[config.mk]
export PLATFORM = sky130hd
export DESIGN_NAME = fme_half_sched
export DESIGN_NICKNAME = d
export VERILOG_FILES = /design/src/rtl/fme_pkg.sv /design/src/rtl/fme_raster_cnt.sv /design/src/rtl/fme_half_sched.sv
export SDC_FILE = /design/constraint.sdc
export NUM_CORES = 1
export LEC_CHECK = 0
export CAP_MARGIN = 20
export CORE_UTILIZATION = 51
export CTS_BUF_LIST = sky130_fd_sc_hd__clkbuf_4 sky130_fd_sc_hd__clkbuf_8
export DETAILED_ROUTE_END_ITERATION = 8
export DONT_BUFFER_PORTS = 1
export PLACE_DENSITY = 0.71
export SETUP_SLACK_MARGIN = 0.2
export SLEW_MARGIN = 25
export SYNTH_ARGS = -nofsm -noshare
export SYNTH_HDL_FRONTEND = slang
export SYNTH_SLANG_ARGS = --single-unit
[constraint.sdc]
create_clock -name clk -period 5.2 [get_ports clk]
set_clock_uncertainty 0.2 [all_clocks]
set_input_delay 1.3 -clock clk [delete_from_list [all_inputs] [get_ports clk]]
set_output_delay 1.3 -clock clk [all_outputs]
set_load 0.02 [all_outputs]
[src/rtl/fme_pkg.sv]
// rtl/fme_pkg.sv - shared FME constants, scheduler state enum and address helper
package fme_pkg;
  localparam int FME_ROW_STRIDE = 16;
  localparam int FME_NUM_HALF   = 9;
  localparam int FME_HALF_W     = 8 * FME_NUM_HALF;
  localparam int FME_TIMEOUT    = 40;
  localparam int FME_DIM_W      = 3;

  // Half-pel position k occupies bits [8k+7:8k] of the result bus.
  localparam int HP_TL = 0;
  localparam int HP_T  = 1;
  localparam int HP_TR = 2;
  localparam int HP_L  = 3;
  localparam int HP_C  = 4;
  localparam int HP_R  = 5;
  localparam int HP_BL = 6;
  localparam int HP_B  = 7;
  localparam int HP_BR = 8;

  typedef enum logic [1:0] {
    ST_IDLE   = 2'd0,
    ST_LAUNCH = 2'd1,
    ST_WAIT   = 2'd2,
    ST_EMIT   = 2'd3
  } sched_state_e;

  // 8-bit wrap-around window address; edge clamping is the caller's job.
  function automatic logic [7:0] fme_addr(input logic [7:0] base, input logic [7:0] row,
                                          input logic [7:0] col, input logic [7:0] stride);
    return base + row * stride + col;
  endfunction
endpackage

[src/rtl/fme_raster_cnt.sv]
// rtl/fme_raster_cnt.sv - raster row/col counter over a job block with last flag
// addr_nxt is the address the counter will point at after this cycle's load/advance.
module fme_raster_cnt
  import fme_pkg::*;
#(
  parameter int DIM_W      = FME_DIM_W,
  parameter int ROW_STRIDE = FME_ROW_STRIDE
) (
  input  logic             clk,
  input  logic             rst,
  input  logic             load,
  input  logic [7:0]       base_in,
  input  logic [DIM_W-1:0] w_in,
  input  logic [DIM_W-1:0] h_in,
  input  logic             adv,
  output logic             last,
  output logic [7:0]       addr_nxt
);
  logic [7:0]       base_q, base_d;
  logic [DIM_W-1:0] w_q, w_d, h_q, h_d;
  logic [DIM_W-1:0] row_q, row_d, col_q, col_d;

  always_comb begin
    base_d = base_q;
    w_d    = w_q;
    h_d    = h_q;
    row_d  = row_q;
    col_d  = col_q;
    if (load) begin
      base_d = base_in;
      w_d    = w_in;
      h_d    = h_in;
      row_d  = '0;
      col_d  = '0;
    end else if (adv) begin
      if (col_q == w_q) begin
        col_d = '0;
        row_d = row_q + 1'b1;
      end else begin
        col_d = col_q + 1'b1;
      end
    end
  end

  assign last     = (row_q == h_q) && (col_q == w_q);
  assign addr_nxt = fme_addr(base_d, 8'(row_d), 8'(col_d), 8'(ROW_STRIDE));

  always_ff @(posedge clk or posedge rst) begin
    if (rst) begin
      base_q <= '0;
      w_q    <= '0;
      h_q    <= '0;
      row_q  <= '0;
      col_q  <= '0;
    end else begin
      base_q <= base_d;
      w_q    <= w_d;
      h_q    <= h_d;
      row_q  <= row_d;
      col_q  <= col_d;
    end
  end
endmodule

[src/rtl/fme_half_sched.sv]
// rtl/fme_half_sched.sv - half-pel interpolator sequencer: one restart per centre,
// then forwards the nine captured half-pel results on a valid/ready stream.
module fme_half_sched
  import fme_pkg::*;
#(
  parameter int ROW_STRIDE = FME_ROW_STRIDE,
  parameter int TIMEOUT    = FME_TIMEOUT,
  parameter int DIM_W      = FME_DIM_W
) (
  input  logic                  clk,
  input  logic                  rst,
  input  logic                  job_valid,
  output logic                  job_ready,
  input  logic [7:0]            job_base,
  input  logic [DIM_W-1:0]      job_w,
  input  logic [DIM_W-1:0]      job_h,
  output logic                  ip_start,
  output logic [7:0]            ip_center,
  input  logic                  ip_done,
  input  logic [FME_HALF_W-1:0] ip_half,
  output logic                  out_valid,
  input  logic                  out_ready,
  output logic [FME_HALF_W-1:0] out_half,
  output logic [7:0]            out_addr,
  output logic                  out_last,
  output logic                  busy,
  output logic                  err_timeout
);
  localparam int TW = $clog2(TIMEOUT + 1);

  sched_state_e          state_q, state_d;
  logic [TW-1:0]         timer_q, timer_d;
  logic                  ip_start_q, ip_start_d;
  logic [7:0]            ip_center_q, ip_center_d;
  logic                  out_valid_q, out_valid_d;
  logic [FME_HALF_W-1:0] out_half_q, out_half_d;
  logic [7:0]            out_addr_q, out_addr_d;
  logic                  out_last_q, out_last_d;
  logic                  err_q, err_d;
  logic                  cnt_load, cnt_adv, cnt_last;
  logic [7:0]            cnt_addr_nxt;

  fme_raster_cnt #(.DIM_W(DIM_W), .ROW_STRIDE(ROW_STRIDE)) u_cnt (
    .clk      (clk),
    .rst      (rst),
    .load     (cnt_load),
    .base_in  (job_base),
    .w_in     (job_w),
    .h_in     (job_h),
    .adv      (cnt_adv),
    .last     (cnt_last),
    .addr_nxt (cnt_addr_nxt)
  );

  always_comb begin
    state_d     = state_q;
    timer_d     = timer_q;
    ip_center_d = ip_center_q;
    out_valid_d = out_valid_q;
    out_half_d  = out_half_q;
    out_addr_d  = out_addr_q;
    out_last_d  = out_last_q;
    err_d       = err_q;
    cnt_load    = 1'b0;
    cnt_adv     = 1'b0;
    unique case (state_q)
      ST_IDLE: begin
        if (job_valid) begin
          cnt_load    = 1'b1;
          err_d       = 1'b0;
          ip_center_d = cnt_addr_nxt;
          state_d     = ST_LAUNCH;
        end
      end
      ST_LAUNCH: begin
        timer_d = '0;
        state_d = ST_WAIT;
      end
      ST_WAIT: begin
        // ip_done is a level from the previous centre until the restart lands.
        if (timer_q != '0 && ip_done) begin
          out_valid_d = 1'b1;
          out_half_d  = ip_half;
          out_addr_d  = ip_center_q;
          out_last_d  = cnt_last;
          state_d     = ST_EMIT;
        end else if (timer_q == TW'(TIMEOUT - 1)) begin
          err_d   = 1'b1;
          state_d = ST_IDLE;
        end else begin
          timer_d = timer_q + 1'b1;
        end
      end
      ST_EMIT: begin
        if (out_ready) begin
          out_valid_d = 1'b0;
          if (out_last_q) begin
            state_d = ST_IDLE;
          end else begin
            cnt_adv     = 1'b1;
            ip_center_d = cnt_addr_nxt;
            state_d     = ST_LAUNCH;
          end
        end
      end
      default: state_d = ST_IDLE;
    endcase
    ip_start_d = (state_d == ST_LAUNCH);
  end

  always_ff @(posedge clk or posedge rst) begin
    if (rst) begin
      state_q     <= ST_IDLE;
      timer_q     <= '0;
      ip_start_q  <= 1'b0;
      ip_center_q <= '0;
      out_valid_q <= 1'b0;
      out_half_q  <= '0;
      out_addr_q  <= '0;
      out_last_q  <= 1'b0;
      err_q       <= 1'b0;
    end else begin
      state_q     <= state_d;
      timer_q     <= timer_d;
      ip_start_q  <= ip_start_d;
      ip_center_q <= ip_center_d;
      out_valid_q <= out_valid_d;
      out_half_q  <= out_half_d;
      out_addr_q  <= out_addr_d;
      out_last_q  <= out_last_d;
      err_q       <= err_d;
    end
  end

  assign job_ready   = (state_q == ST_IDLE);
  assign busy        = (state_q != ST_IDLE);
  assign ip_start    = ip_start_q;
  assign ip_center   = ip_center_q;
  assign out_valid   = out_valid_q;
  assign out_half    = out_half_q;
  assign out_addr    = out_addr_q;
  assign out_last    = out_last_q;
  assign err_timeout = err_q;
endmodule

Yosys cells after proc, flatten, opt, wreduce, memory -nomap -nowiden --
Cells that the tools add are included.
Word-level totals: bits in registers 120, input bits 91
Cells by class: reductions and logical operators 14, $add $sub $neg 5, equality and inequality tests 14, muxes and demuxes 32
Operators with widths (count):
- 8-bit two-way mux | 4
- 3-bit two-way mux | 6
- 8-bit case mux with 2 select lines | 1
- 2-bit != test, second input constant | 7
- 6-bit two-way mux | 2
- 6-bit case mux with 2 select lines | 1
- 1-bit two-way mux | 11
- 2-bit nonzero test | 5
- 8-bit by 3-bit adder with 8-bit output | 1
- 8-bit by 7-bit adder with 8-bit output | 1
- 2-bit two-way mux | 4
- 2-bit case mux with 4 select lines | 1
- 4-bit AND reduction | 2
- 3-bit by 1-bit adder with 3-bit output, second input constant | 2
- 6-bit by 1-bit adder with 6-bit output, second input constant | 1
- 3-bit == test | 2
- 6-bit == test, second input constant | 1
- 3-bit AND reduction | 2
- 6-bit nonzero test | 1
- 2-bit by 1-bit == test with 1-bit output, second input constant | 2
- 2-bit == test, second input constant | 2
- 1-bit case mux with 2 select lines | 2
- 1-bit logical AND | 2
- 2-bit zero test | 1
- 2-bit AND reduction | 1

Depth between registers and ports, before layout --
word-level depth 10, mapped depth 13, depth with buffers taken out 12

By module --
A second synthesis with hierarchy kept.
Second synthesis, totals: cell total of the unflattened synthesis 364, area total of the unflattened synthesis 5456.5 sq um
Modules (own cells, without submodules):
- fme_half_sched | area each 4305.4 sq um, cells each 264, times used 1, seq. area each 2502.4 sq um
- fme_raster_cnt | area each 1151.1 sq um, cells each 100, times used 1, seq. area each 500.5 sq um

Worst setup path before layout --
Ideal clock, no wire load.
path type input-to-reg, from input port job_valid, to register ip_center_q[6], in the netlist ip_center[6], stages 11, setup slack 1.133 ns, data arrival time 3.742 ns, data required time 4.875 ns, path buffers 2, cell sequence nor3b_4 buf_2 buf_1 nor2_1 ha_1 fa_1 a21o_1 a31o_2 a21oi_1 xnor2_1 mux2_2
On the way: elaborated cells on any way between the ends 13
RTL lines:
- start: declaration | line fme_half_sched.sv:12 | input logic job_valid,
- 1-bit two-way mux * | line fme_half_sched.sv:68 | if (job_valid) begin
- 1-bit two-way mux * | line fme_half_sched.sv:66 | unique case (state_q)
- 3-bit two-way mux * | line fme_raster_cnt.sv:29 | if (load) begin
- via u_cnt.col_d[0] | line fme_raster_cnt.sv:21 | logic [DIM_W-1:0] row_q, row_d, col_q, col_d;
- 8-bit by 3-bit adder with 8-bit output * | line fme_pkg.sv:30 | return base + row * stride + col;
- 8-bit two-way mux | line fme_half_sched.sv:97 | if (out_last_q) begin
- 8-bit two-way mux | line fme_half_sched.sv:95 | if (out_ready) begin
- 8-bit case mux with 2 select lines * | line fme_half_sched.sv:66
- end signal: assignment | line fme_half_sched.sv:126 | ip_center_q <= ip_center_d;
- end: declaration | line fme_half_sched.sv:34 | logic [7:0] ip_center_q, ip_center_d;
Mark *: on every way through the listed nets, which the timed path passes. The rest lies on a longest branch. The select of a mux whose other input is x is not followed. A chain may end at the register's enable or synchronous reset.

Final worst setup path --
from register state_q[1], to register ip_center_q[6], in the netlist ip_center[6]
On the way: elaborated cells on any way between the ends 20
RTL lines:
- start: declaration | line fme_half_sched.sv:31 | sched_state_e state_q, state_d;
- start signal: assignment | line fme_half_sched.sv:123 | state_q <= state_d;
- 2-bit zero test *
- via job_ready | line fme_half_sched.sv:13 | output logic job_ready,
- 1-bit two-way mux * | line fme_half_sched.sv:66
- 8-bit two-way mux * | line fme_raster_cnt.sv:29
- via u_cnt.base_d[0] | line fme_raster_cnt.sv:19 | logic [7:0] base_q, base_d;
- 8-bit by 7-bit adder with 8-bit output * | line fme_pkg.sv:30
- 8-bit by 3-bit adder with 8-bit output * | line fme_pkg.sv:30
- 8-bit two-way mux | line fme_half_sched.sv:97
- 8-bit two-way mux | line fme_half_sched.sv:95
- 8-bit case mux with 2 select lines * | line fme_half_sched.sv:66
Marks and branches as above.

==> run metrics <==
Hold Slack around 0.28 ns; row count 36; Mapped Area 0.00510 mm2; Max clock buf depth 2; Fmax achieved ~280 MHz; core area between 0.009 and 0.01 mm2; CTS tree built; Fill cells 810; Clock Pin Slew Worst Setup and Hold Paths 0.07 ns; Synth Instances 382; Mapped Nets 484; Fin. Hold Viols 0; Cell Count Post-Placement 502; Critical Path Start Type register; antenna violations before repair 0; depth of the most critical reg-to-reg path 11; DRT antenna net count 0; Placement Cell Area 0.00520 mm2; Setup CP Type register to register; leakage 2.52 nW; largest net degree at the start of global routing 84; Seq/Total Area, Yosys 0.588; min-delay worst type register to register; number of vias per cell 5.49; vias 2934; clock tree sinks 120; top cells by area, synth dfrtp_1 (59%), mux2_2 (19%), nand2_1 (3.7%); CTS resizes 0; Iter 0 DRT Violations 98; Pins Over Slew Limit 0; Nets 490; mean post-synth cell area 13.4 um2; Final Cycle Share 0.677; GRT overflow 0; synth unique cells 46; clock latency on the worst-skew pair around 0.41 ns; Routability Congestion 0.757; largest area contributor in the netlist dfrtp_1; DRC Markers 0; share of cells above drive strength 1 0.327; number of top-level pins 185; ys flop type dfrtp_1; RSZ-0062 raised after global routing no; Sum Neg Setup Slack 0 ns; Total GRT Usage 0.189; worst slew pin tran 0.681 ns; DRT Pass-1 Iters 4; IO buf count 0; status finished clean; min cycle time layout 3.52 ns; Setup crit end kind register; Die Span Y a little over 100 um; final setup fails 0; vias in the first global route 2969; most numerous cell in the Yosys netlist dfrtp_1; hold path cells 2; Pwr Density a little over 700 mW/mm2; CP required 5.30 ns; Finished Layout Cells 534; Yosys reg bits 120; Slew Limit Headroom 0.545; WP data arrival 3.62 ns; # diodes 0; DRT Wirelength 9.80 mm; most frequent cells after synthesis dfrtp_1 (120), mux2_2 (84), nand2_1 (50); CTS root buffer clkbuf_8; DR WL/cell 18.3 um; Yosys top cell area share 0.588; Die Area 0.0104 mm2; Layout area overhead 9.71%; post-route cell area 0.00560 mm2; CTS Hold Bufs 0; post-place setup slack between 1 and 1.5 ns; Max Cap Viol 0; first-pass GRT wire length 14.6 mm; final worst setup slack around 1.7 ns; Die Wd roughly 100 um; post-CTS setup repair buffer count 0; peak supply drop between 0.0003 and 0.0004 V; ys async rst share 1.00; TritonCTS Buffers 17; number of synthesized flops with an enable pin 0; Ys Warns 0; initial core utilization 0.525; hpwl dp 7.03 mm; CTS H-tree lvls 4; crit-path max FO 15
## flip-flops by register name, summed over array words and instances, names as in the netlist, 2 cells and up
name          flops
ip_center         8
out_addr          8
out_half         72
state_q           2
timer_q           6
u_cnt.base_q      8
u_cnt.col_q       3
u_cnt.h_q         3
u_cnt.row_q       3
u_cnt.w_q         3
## path summary, 6_finish.rpt
check / slack (ns) / from / to
max: 1.68 / state_q[1]$_DFF_PP0_ / ip_center[6]$_DFFE_PP0P_
min: 0.28 / u_cnt.base_q[4]$_DFF_PP0_ / u_cnt.base_q[4]$_DFF_PP0_
max reg2reg: 1.68 / state_q[1]$_DFF_PP0_ / ip_center[6]$_DFFE_PP0P_
min reg2reg: 0.28 / u_cnt.base_q[4]$_DFF_PP0_ / u_cnt.base_q[4]$_DFF_PP0_
max in group asynchronous: 3.24 / rst / u_cnt.base_q[0]$_DFF_PP0_
min in group asynchronous: 0.62 / rst / out_half[60]$_DFFE_PP0P_
## layout by cell type (no fill, tap or decap), types with 3 or more instances in the layout
cell | synthesis | routed
a21oi_1 | 11 | 11
buf_4 | 9 | 3
clkbuf_8 | 0 | 17
clkinv_2 | 0 | 3
clkinv_4 | 0 | 4
clkinvlp_4 | 0 | 3
dfrtp_1 | 120 | 120
ha_1 | 10 | 10
inv_1 | 5 | 4
mux2_2 | 84 | 84
mux2i_1 | 3 | 3
nand2_1 | 50 | 49
nand2b_1 | 3 | 3
nand3_1 | 5 | 5
nor2_1 | 18 | 18
nor3_1 | 3 | 3
o21ai_0 | 5 | 5
xnor2_1 | 12 | 12
xor2_1 | 5 | 5
## through the flow
stage,total power (W),utilization
floorplan,0.00298,-
CTS,0.00408,0.575
finish,0.00403,0.576
global route,0.00428,0.576
detailed placement,0.00324,0.534
global placement,0.00318,0.534
## layer usage
metal	vias up	track usage	wire length [um]
met1	1496	0.220	3850
met5	-	0	0
met4	0	0.0626	49
met2	105	0.321	5190
li1	1328	-	-
met3	5	0.0718	701
## where the power goes
group	leakage (nW)	internal (W)	switching, W
clock network	0.193	0.000433	0.000379
registers	1.46	0.00137	0.000799
logic	0.875	0.000550	0.000494
## cell families (layout without fill, tap and decap cells)
kind of cell / count (synthesis) / in the layout / synth area share
flip-flops: 120 / 120 / 0.588
XOR/XNOR: 17 / 17 / 0.0292
AND/OR/NAND/NOR: 97 / 97 / 0.0983
adder cells (fa/ha/maj): 11 / 11 / 0.0284
buffers and inverters: 21 / 40 / 0.0240
AO/OA/AOI/OAI: 28 / 28 / 0.0377
multiplexers: 88 / 88 / 0.194
## area by class of cell
type / count / area, um2 / area share
inverters: 5 / 21.3 / 0.00380
repair buffers: 3 / 22.5 / 0.00402
multi-input cells: 241 / 2000 / 0.356
clock buffers: 18 / 241 / 0.0431
flip-flops and latches: 120 / 3000 / 0.536
well taps: 133 / 166 / 0.0297
clock inverters: 14 / 150 / 0.0268
## worst max-delay path: stages, from the launching register on
cell	delay, ns
dfrtp_1	0.51
nor2_1	0.44
nand2_1	0.42
nand2_1	0.17
nand2_1	0.09
ha_1	0.21
fa_1	0.40
a21o_1	0.19
a31o_2	0.24
a21oi_1	0.16
xnor2_1	0.09
mux2_2	0.26
(Power assumes the default switching activity.)
